[config.mk]
export PLATFORM = sky130hd
export DESIGN_NAME = bot_update_responder
export DESIGN_NICKNAME = d
export VERILOG_FILES = /design/src/rtl/bot_update_responder.sv
export SDC_FILE = /design/constraint.sdc
export NUM_CORES = 1
export LEC_CHECK = 0
export ABC_AREA = 1
export ABC_CLOCK_PERIOD_IN_PS = 1700
export CAP_MARGIN = 20
export CORE_UTILIZATION = 35
export CTS_BUF_LIST = sky130_fd_sc_hd__clkbuf_2
export CTS_CLUSTER_DIAMETER = 200
export CTS_CLUSTER_SIZE = 8
export DETAILED_ROUTE_END_ITERATION = 10
export GPL_TIMING_DRIVEN = 0
export PLACE_DENSITY_LB_ADDON = 0.08
export SLEW_MARGIN = 10
export SYNTH_ARGS = -nofsm -noshare
export SYNTH_HDL_FRONTEND = slang
export SYNTH_SLANG_ARGS = --single-unit
[constraint.sdc]
create_clock -name HCLK -period 1.7 [get_ports HCLK]
set_input_delay 0.17 -clock HCLK [delete_from_list [all_inputs] [get_ports HCLK]]
set_output_delay 0.17 -clock HCLK [all_outputs]
set_load 0.01 [all_outputs]
[src/rtl/bot_update_responder.sv]
// HCLK-side responder for the Rojobot update handshake: waits for the update flag,
// double-samples the asynchronous bot info bus until it is stable, commits it, then acks.
//
// state  | meaning
// IDLE   | waiting for BOT_UPDATE_SYNC
// SETTLE | letting BOT_INFO settle before sampling
// SAMPA  | capture first sample
// SAMPB  | capture second sample
// CMP    | compare samples; commit, or retry after another settle
// ACK    | INT_ACK high, waiting for flag to drop
// HOLD   | ack timed out; wait for flag low without committing again
module bot_update_responder #(
    parameter int SETTLE_CYCLES = 4,
    parameter int MAX_RETRY     = 3,
    parameter int ACK_TIMEOUT   = 64
) (
    input  logic        HCLK,
    input  logic        HRESETn,
    input  logic        BOT_UPDATE_SYNC,
    input  logic [31:0] BOT_INFO,
    input  logic        SNAP_RD,
    input  logic        ERR_CLR,
    output logic        INT_ACK,
    output logic [31:0] SNAP_INFO,
    output logic        SNAP_VALID,
    output logic [15:0] UPD_COUNT,
    output logic        OVERRUN,
    output logic        ACK_TO_ERR,
    output logic        FORCED
);

    typedef enum logic [2:0] {
        S_IDLE, S_SETTLE, S_SAMPA, S_SAMPB, S_CMP, S_ACK, S_HOLD
    } state_e;

    localparam logic [3:0] SETTLE_LOAD = 4'(SETTLE_CYCLES - 1);
    localparam logic [2:0] RETRY_MAX   = 3'(MAX_RETRY);
    localparam logic [7:0] ACK_LAST    = 8'(ACK_TIMEOUT - 1);

    state_e      state_q, state_d;
    logic [3:0]  settle_ctr_q, settle_ctr_d;
    logic [2:0]  retry_q, retry_d;
    logic [7:0]  ack_ctr_q, ack_ctr_d;
    logic [31:0] sa_q, sa_d;
    logic [31:0] sb_q, sb_d;
    logic [31:0] snap_q, snap_d;
    logic        valid_q, valid_d;
    logic [15:0] count_q, count_d;
    logic        overrun_q, overrun_d;
    logic        ack_to_q, ack_to_d;
    logic        forced_q, forced_d;
    logic        int_ack_q, int_ack_d;

    logic mismatch;
    logic retry_ok;
    logic commit;
    logic forced_now;

    assign mismatch   = (sa_q != sb_q);
    assign retry_ok   = (retry_q < RETRY_MAX);
    assign commit     = (state_q == S_CMP) && !(mismatch && retry_ok);
    assign forced_now = (state_q == S_CMP) && mismatch && !retry_ok;

    always_ff @(posedge HCLK or negedge HRESETn) begin
        if (!HRESETn) begin
            state_q <= S_IDLE;
        end else begin
            state_q <= state_d;
        end
    end

    always_comb begin
        state_d = state_q;
        case (state_q)
            S_IDLE:   if (BOT_UPDATE_SYNC) state_d = S_SETTLE;
            S_SETTLE: if (settle_ctr_q == 4'd0) state_d = S_SAMPA;
            S_SAMPA:  state_d = S_SAMPB;
            S_SAMPB:  state_d = S_CMP;
            S_CMP:    state_d = (mismatch && retry_ok) ? S_SETTLE : S_ACK;
            S_ACK: begin
                if (!BOT_UPDATE_SYNC)          state_d = S_IDLE;
                else if (ack_ctr_q == ACK_LAST) state_d = S_HOLD;
            end
            S_HOLD:   if (!BOT_UPDATE_SYNC) state_d = S_IDLE;
            default:  state_d = S_IDLE;
        endcase
    end

    always_comb begin
        settle_ctr_d = settle_ctr_q;
        retry_d      = retry_q;
        ack_ctr_d    = ack_ctr_q;
        sa_d         = sa_q;
        sb_d         = sb_q;
        snap_d       = snap_q;
        valid_d      = valid_q;
        count_d      = count_q;
        overrun_d    = overrun_q;
        ack_to_d     = ack_to_q;
        forced_d     = forced_q;
        int_ack_d    = (state_d == S_ACK);

        case (state_q)
            S_IDLE: if (BOT_UPDATE_SYNC) begin
                settle_ctr_d = SETTLE_LOAD;
                retry_d      = 3'd0;
            end
            S_SETTLE: if (settle_ctr_q != 4'd0) settle_ctr_d = settle_ctr_q - 4'd1;
            S_SAMPA:  sa_d = BOT_INFO;
            S_SAMPB:  sb_d = BOT_INFO;
            S_CMP: begin
                if (mismatch && retry_ok) begin
                    retry_d      = retry_q + 3'd1;
                    settle_ctr_d = SETTLE_LOAD;
                end else begin
                    ack_ctr_d = 8'd0;
                end
            end
            S_ACK: if (BOT_UPDATE_SYNC && ack_ctr_q != ACK_LAST) ack_ctr_d = ack_ctr_q + 8'd1;
            default: ;
        endcase

        // Clears are applied first so a same-cycle set or commit takes priority.
        if (SNAP_RD) valid_d = 1'b0;
        if (ERR_CLR) begin
            overrun_d = 1'b0;
            ack_to_d  = 1'b0;
            forced_d  = 1'b0;
        end
        if (commit) begin
            snap_d  = sb_q;
            valid_d = 1'b1;
            count_d = count_q + 16'd1;
            if (valid_q && !SNAP_RD) overrun_d = 1'b1;
        end
        if (forced_now) forced_d = 1'b1;
        if (state_q == S_ACK && state_d == S_HOLD) ack_to_d = 1'b1;
    end

    always_ff @(posedge HCLK or negedge HRESETn) begin
        if (!HRESETn) begin
            settle_ctr_q <= 4'd0;
            retry_q      <= 3'd0;
            ack_ctr_q    <= 8'd0;
            sa_q         <= 32'd0;
            sb_q         <= 32'd0;
            snap_q       <= 32'd0;
            valid_q      <= 1'b0;
            count_q      <= 16'd0;
            overrun_q    <= 1'b0;
            ack_to_q     <= 1'b0;
            forced_q     <= 1'b0;
            int_ack_q    <= 1'b0;
        end else begin
            settle_ctr_q <= settle_ctr_d;
            retry_q      <= retry_d;
            ack_ctr_q    <= ack_ctr_d;
            sa_q         <= sa_d;
            sb_q         <= sb_d;
            snap_q       <= snap_d;
            valid_q      <= valid_d;
            count_q      <= count_d;
            overrun_q    <= overrun_d;
            ack_to_q     <= ack_to_d;
            forced_q     <= forced_d;
            int_ack_q    <= int_ack_d;
        end
    end

    assign INT_ACK    = int_ack_q;
    assign SNAP_INFO  = snap_q;
    assign SNAP_VALID = valid_q;
    assign UPD_COUNT  = count_q;
    assign OVERRUN    = overrun_q;
    assign ACK_TO_ERR = ack_to_q;
    assign FORCED     = forced_q;

endmodule

==> flow_metrics.py <==
metrics = {
    "synthesis": {
        "syn_area_per_cell_um2": 8.38,
        "synthesis.nets": 777,
        "yosysTopAreaCell": "dfrtp_1",
        "synth-async-reset-ratio_pct": 100,
        "syn_inst": 735,
        "synth-seq-area-share_pct": 54.9,
        "synth.most_common_cell": "nand2_1",
        "synth_seq_cells": 135,
        "synth_common_cells": "nand2_1 (272), dfrtp_1 (135), o21ai_0 (81)",
        "ys_types": 28,
        "synth_warnings": 0,
        "yosys-top-cells-area": "dfrtp_1 (55%), nand2_1 (17%), o21ai_0 (6.6%)",
        "synthesis.area_um2": 6160,
        "ys.flop_type": "dfrtp_1",
        "yosysTopAreaCellShare_pct": 54.9,
        "synth-edff-count": 0,
    },
    "setup_path": {
        "crit_fanout": 10,
        "slowest_delay_ns": 0.45,
        "required_ns": 2.30,
        "r2r_cells": 14,
        "cp-start-kind": "register",
        "worstPathArrival_ns": 2.45,
        "crit_path_end_kind": "register",
        "r2r-start": "sb_q[19]",
        "crit_type": "register to register",
        "critPathLaunch": "sb_q[19]",
        "r2r_end": "settle_ctr_q[1]",
        "r2r_slack_ns": -0.14,
        "cp_slowest_cell": "dfrtp_1",
        "worst_path_most_repeated_cell": "nand2_1",
        "cp_cell_sequence": "inv_2 -> nand2_1 -> nand2_1 -> nand2_1 -> nor2_2 -> nand2_1 -> nor2_1 -> nand2_2 -> nand2_4 -> nand2_8 -> buf_12 -> buf_12 -> nand4_1 -> nand2_1",
    },
    "cells_and_area": {
        "nets": 960,
        "stdcell_count": 1157,
        "fin_area_um2": 8540,
        "drive_gt1_share_pct": 17.2,
        "fillerInstances": 1686,
        "area.growth.synth_to_final_pct": 38.6,
    },
    "run": {
        "maxCapViolCount": 0,
    },
    "power_and_ir_drop": {
        "combPwrFrac_pct": 35.6,
        "p_int_w": 0.00691,
        "cellPowerDensity_nw_per_um2": 1280,
        "switching_power_w": 0.00404,
        "pwr-share-seq_pct": 46.5,
        "max-vdd-ir-drop_mv": 0.586,
        "p_sw_share_pct": 36.9,
        "power.leakage_nw": 4.44,
        "power_frac_clock_pct": 17.9,
    },
    "cts": {
        "htreeDepth": 4,
        "insertion_delay_ns": 0.70,
        "clk_pin_slew_ns": 0.20,
        "clockBufferDepth": 2,
        "numCtsBuffers": 17,
        "clkSinkCount": 135,
        "clock-root-buffer": "clkbuf_2",
        "cts_tree": "yes",
    },
    "sta": {
        "tightest_slew_ns": 0.705,
        "fin_crit_sh_pct": 109,
        "worst_slack_ns": -0.145,
        "rsz0062_at_grt": "true",
        "finalSetupTns_ns": -6.30,
        "drv_slew": 0,
        "slew_headroom_pct": 53.0,
        "setup_violations": 67,
        "hold_viol": 0,
        "hold_ws_ns": 0.0568,
        "skew_ns": 0.0343,
        "fmax_ghz": 0.542,
        "final.min_clock_period_ns": 1.84,
    },
    "run_status": {
        "status": "complete, but fails checks",
        "violations": "setup timing",
    },
    "global_route": {
        "overflow": 0,
        "grt_use_total_pct": 18.9,
        "grt_max_degree": 75,
        "grt_pass1_vias": 5217,
        "grt_pass1_wl_mm": 26.2,
        "grt_antenna_before_repair": 1,
    },
    "die": {
        "die-area_um2": 18100,
        "die_w_um": 135,
        "ios": 90,
        "die_y_um": 135,
        "start_util_pct": 35.7,
        "coreArea_um2": 17200,
        "rows": 48,
    },
    "placement": {
        "place_congestion": 0.835,
        "place_hpwl_mm": 10.5,
        "io_buffer_count": 89,
        "dp_slack_ns": -0.244,
        "placedCellCount": 1050,
        "place_area_um2": 7360,
    },
    "routing": {
        "num_vias": 5285,
        "drtIter0Drc": 263,
        "vias_per_cell": 4.57,
        "drt_wl_total_mm": 16.0,
        "ant_nets": 0,
        "drc": 0,
        "wire_per_inst_um": 13.8,
        "dr.pass1.iters": 4,
    },
    "worst_hold_path": {
        "hp-class": "input port to asynchronous set/reset pin",
    },
}
layer usage:
metal	vias to the layer above	track usage (%)	routed length, um
met5	-	0	0
met4	0	5.99	190
met3	14	4.28	626
met2	93	31.4	7830
met1	2517	24.5	7320
li1	2661	-	-
timing repair:
action,in CTS,in global routing
resized for setup,125,55
endpoints found under the hold margin,133,2
gates cloned,5,0
pin swaps,9,6
setup endpoints to repair,182,140
setup buffers,44,8
hold buffers,17,2
layout by cell type (no fill, tap or decap), drive strengths merged, types with 8 or more instances in the layout:
| cell | instances |
|---|---|
| buf | 66 |
| clkbuf | 33 |
| clkdlybuf4s15 | 11 |
| clkdlybuf4s50 | 35 |
| clkinv | 10 |
| dfrtp | 135 |
| dlygate4sd2 | 42 |
| dlygate4sd3 | 19 |
| inv | 86 |
| nand2 | 276 |
| nand3 | 21 |
| nand4 | 8 |
| nor2 | 38 |
| o21ai | 87 |
| xnor2 | 32 |
| xor2 | 11 |
power groups by stage:
stage                     Sequential (W)  Combinational [W]  Clock (W)
after global routing             0.00525            0.00450    0.00214
after floorplan                  0.00511            0.00232          0
after global placement           0.00516            0.00344          0
after detailed placement         0.00520            0.00355          0
after CTS                        0.00508            0.00382    0.00202
final                            0.00510            0.00390    0.00196
layout make-up:
class	count	area [um^2]	area share (%)
clock buffers	19	95.1	1.11
diodes	1	2.50	0.0293
well taps	225	282	3.30
clock inverters	13	136	1.60
inverters	86	335	3.93
plain buffers	22	190	2.23
repair buffers	165	1620	19.0
multi-input cells	491	2500	29.2
flip-flops and latches	135	3380	39.6
critical path, delay by kind of cell, from the launching register on:
| kind | cells | cell delay [ns] |
|---|---|---|
| buf+inv | 3 | 0.39 |
| simple gates | 11 | 0.90 |
| flops | 1 | 0.45 |
metrics by stage:
stage,power (W),utilization [%]
2_1_floorplan,0.00743,-
3_3_place_gp,0.00860,42.5
3_5_place_dp,0.00874,42.7
4_1_cts,0.0109,48.6
5_1_grt,0.0119,49.5
6_report,0.0110,49.5
logic make-up after synthesis:
kind of cell             Yosys count  synth area share (%)
AND/OR/NAND/NOR                  350                  22.8
multiplexers                       1                 0.163
XOR/XNOR                          43                  6.12
adder cells (fa/ha/maj)            5                  1.02
AO/OA/AOI/OAI                     91                  7.50
buffers and inverters            110                  7.56
flip-flops                       135                  54.9
worst max-delay path by stage:
| stage | end | slack [ns] | cells past startpoint |
|---|---|---|---|
| after detailed placement | settle_ctr_q[1] | -0.24 | 12 |
| after global routing | settle_ctr_q[1] | -0.31 | 12 |
| after global placement | SNAP_INFO[19] | -5.02 | 1 |
| final | settle_ctr_q[1] | -0.14 | 14 |
| after floorplan | settle_ctr_q[1] | 0.18 | 12 |
| after CTS | settle_ctr_q[1] | -0.19 | 12 |
state kept, by name, indices dropped and copies added (netlist names):
register and count:
retry_q 3, OVERRUN 1, INT_ACK 1, SNAP_INFO 32
SNAP_VALID 1, settle_ctr_q 4, ack_ctr_q 8, sb_q 32
state_q 3, FORCED 1, ACK_TO_ERR 1, UPD_COUNT 16
sa_q 32
Note: power is estimated with default switching activity, not from simulation.
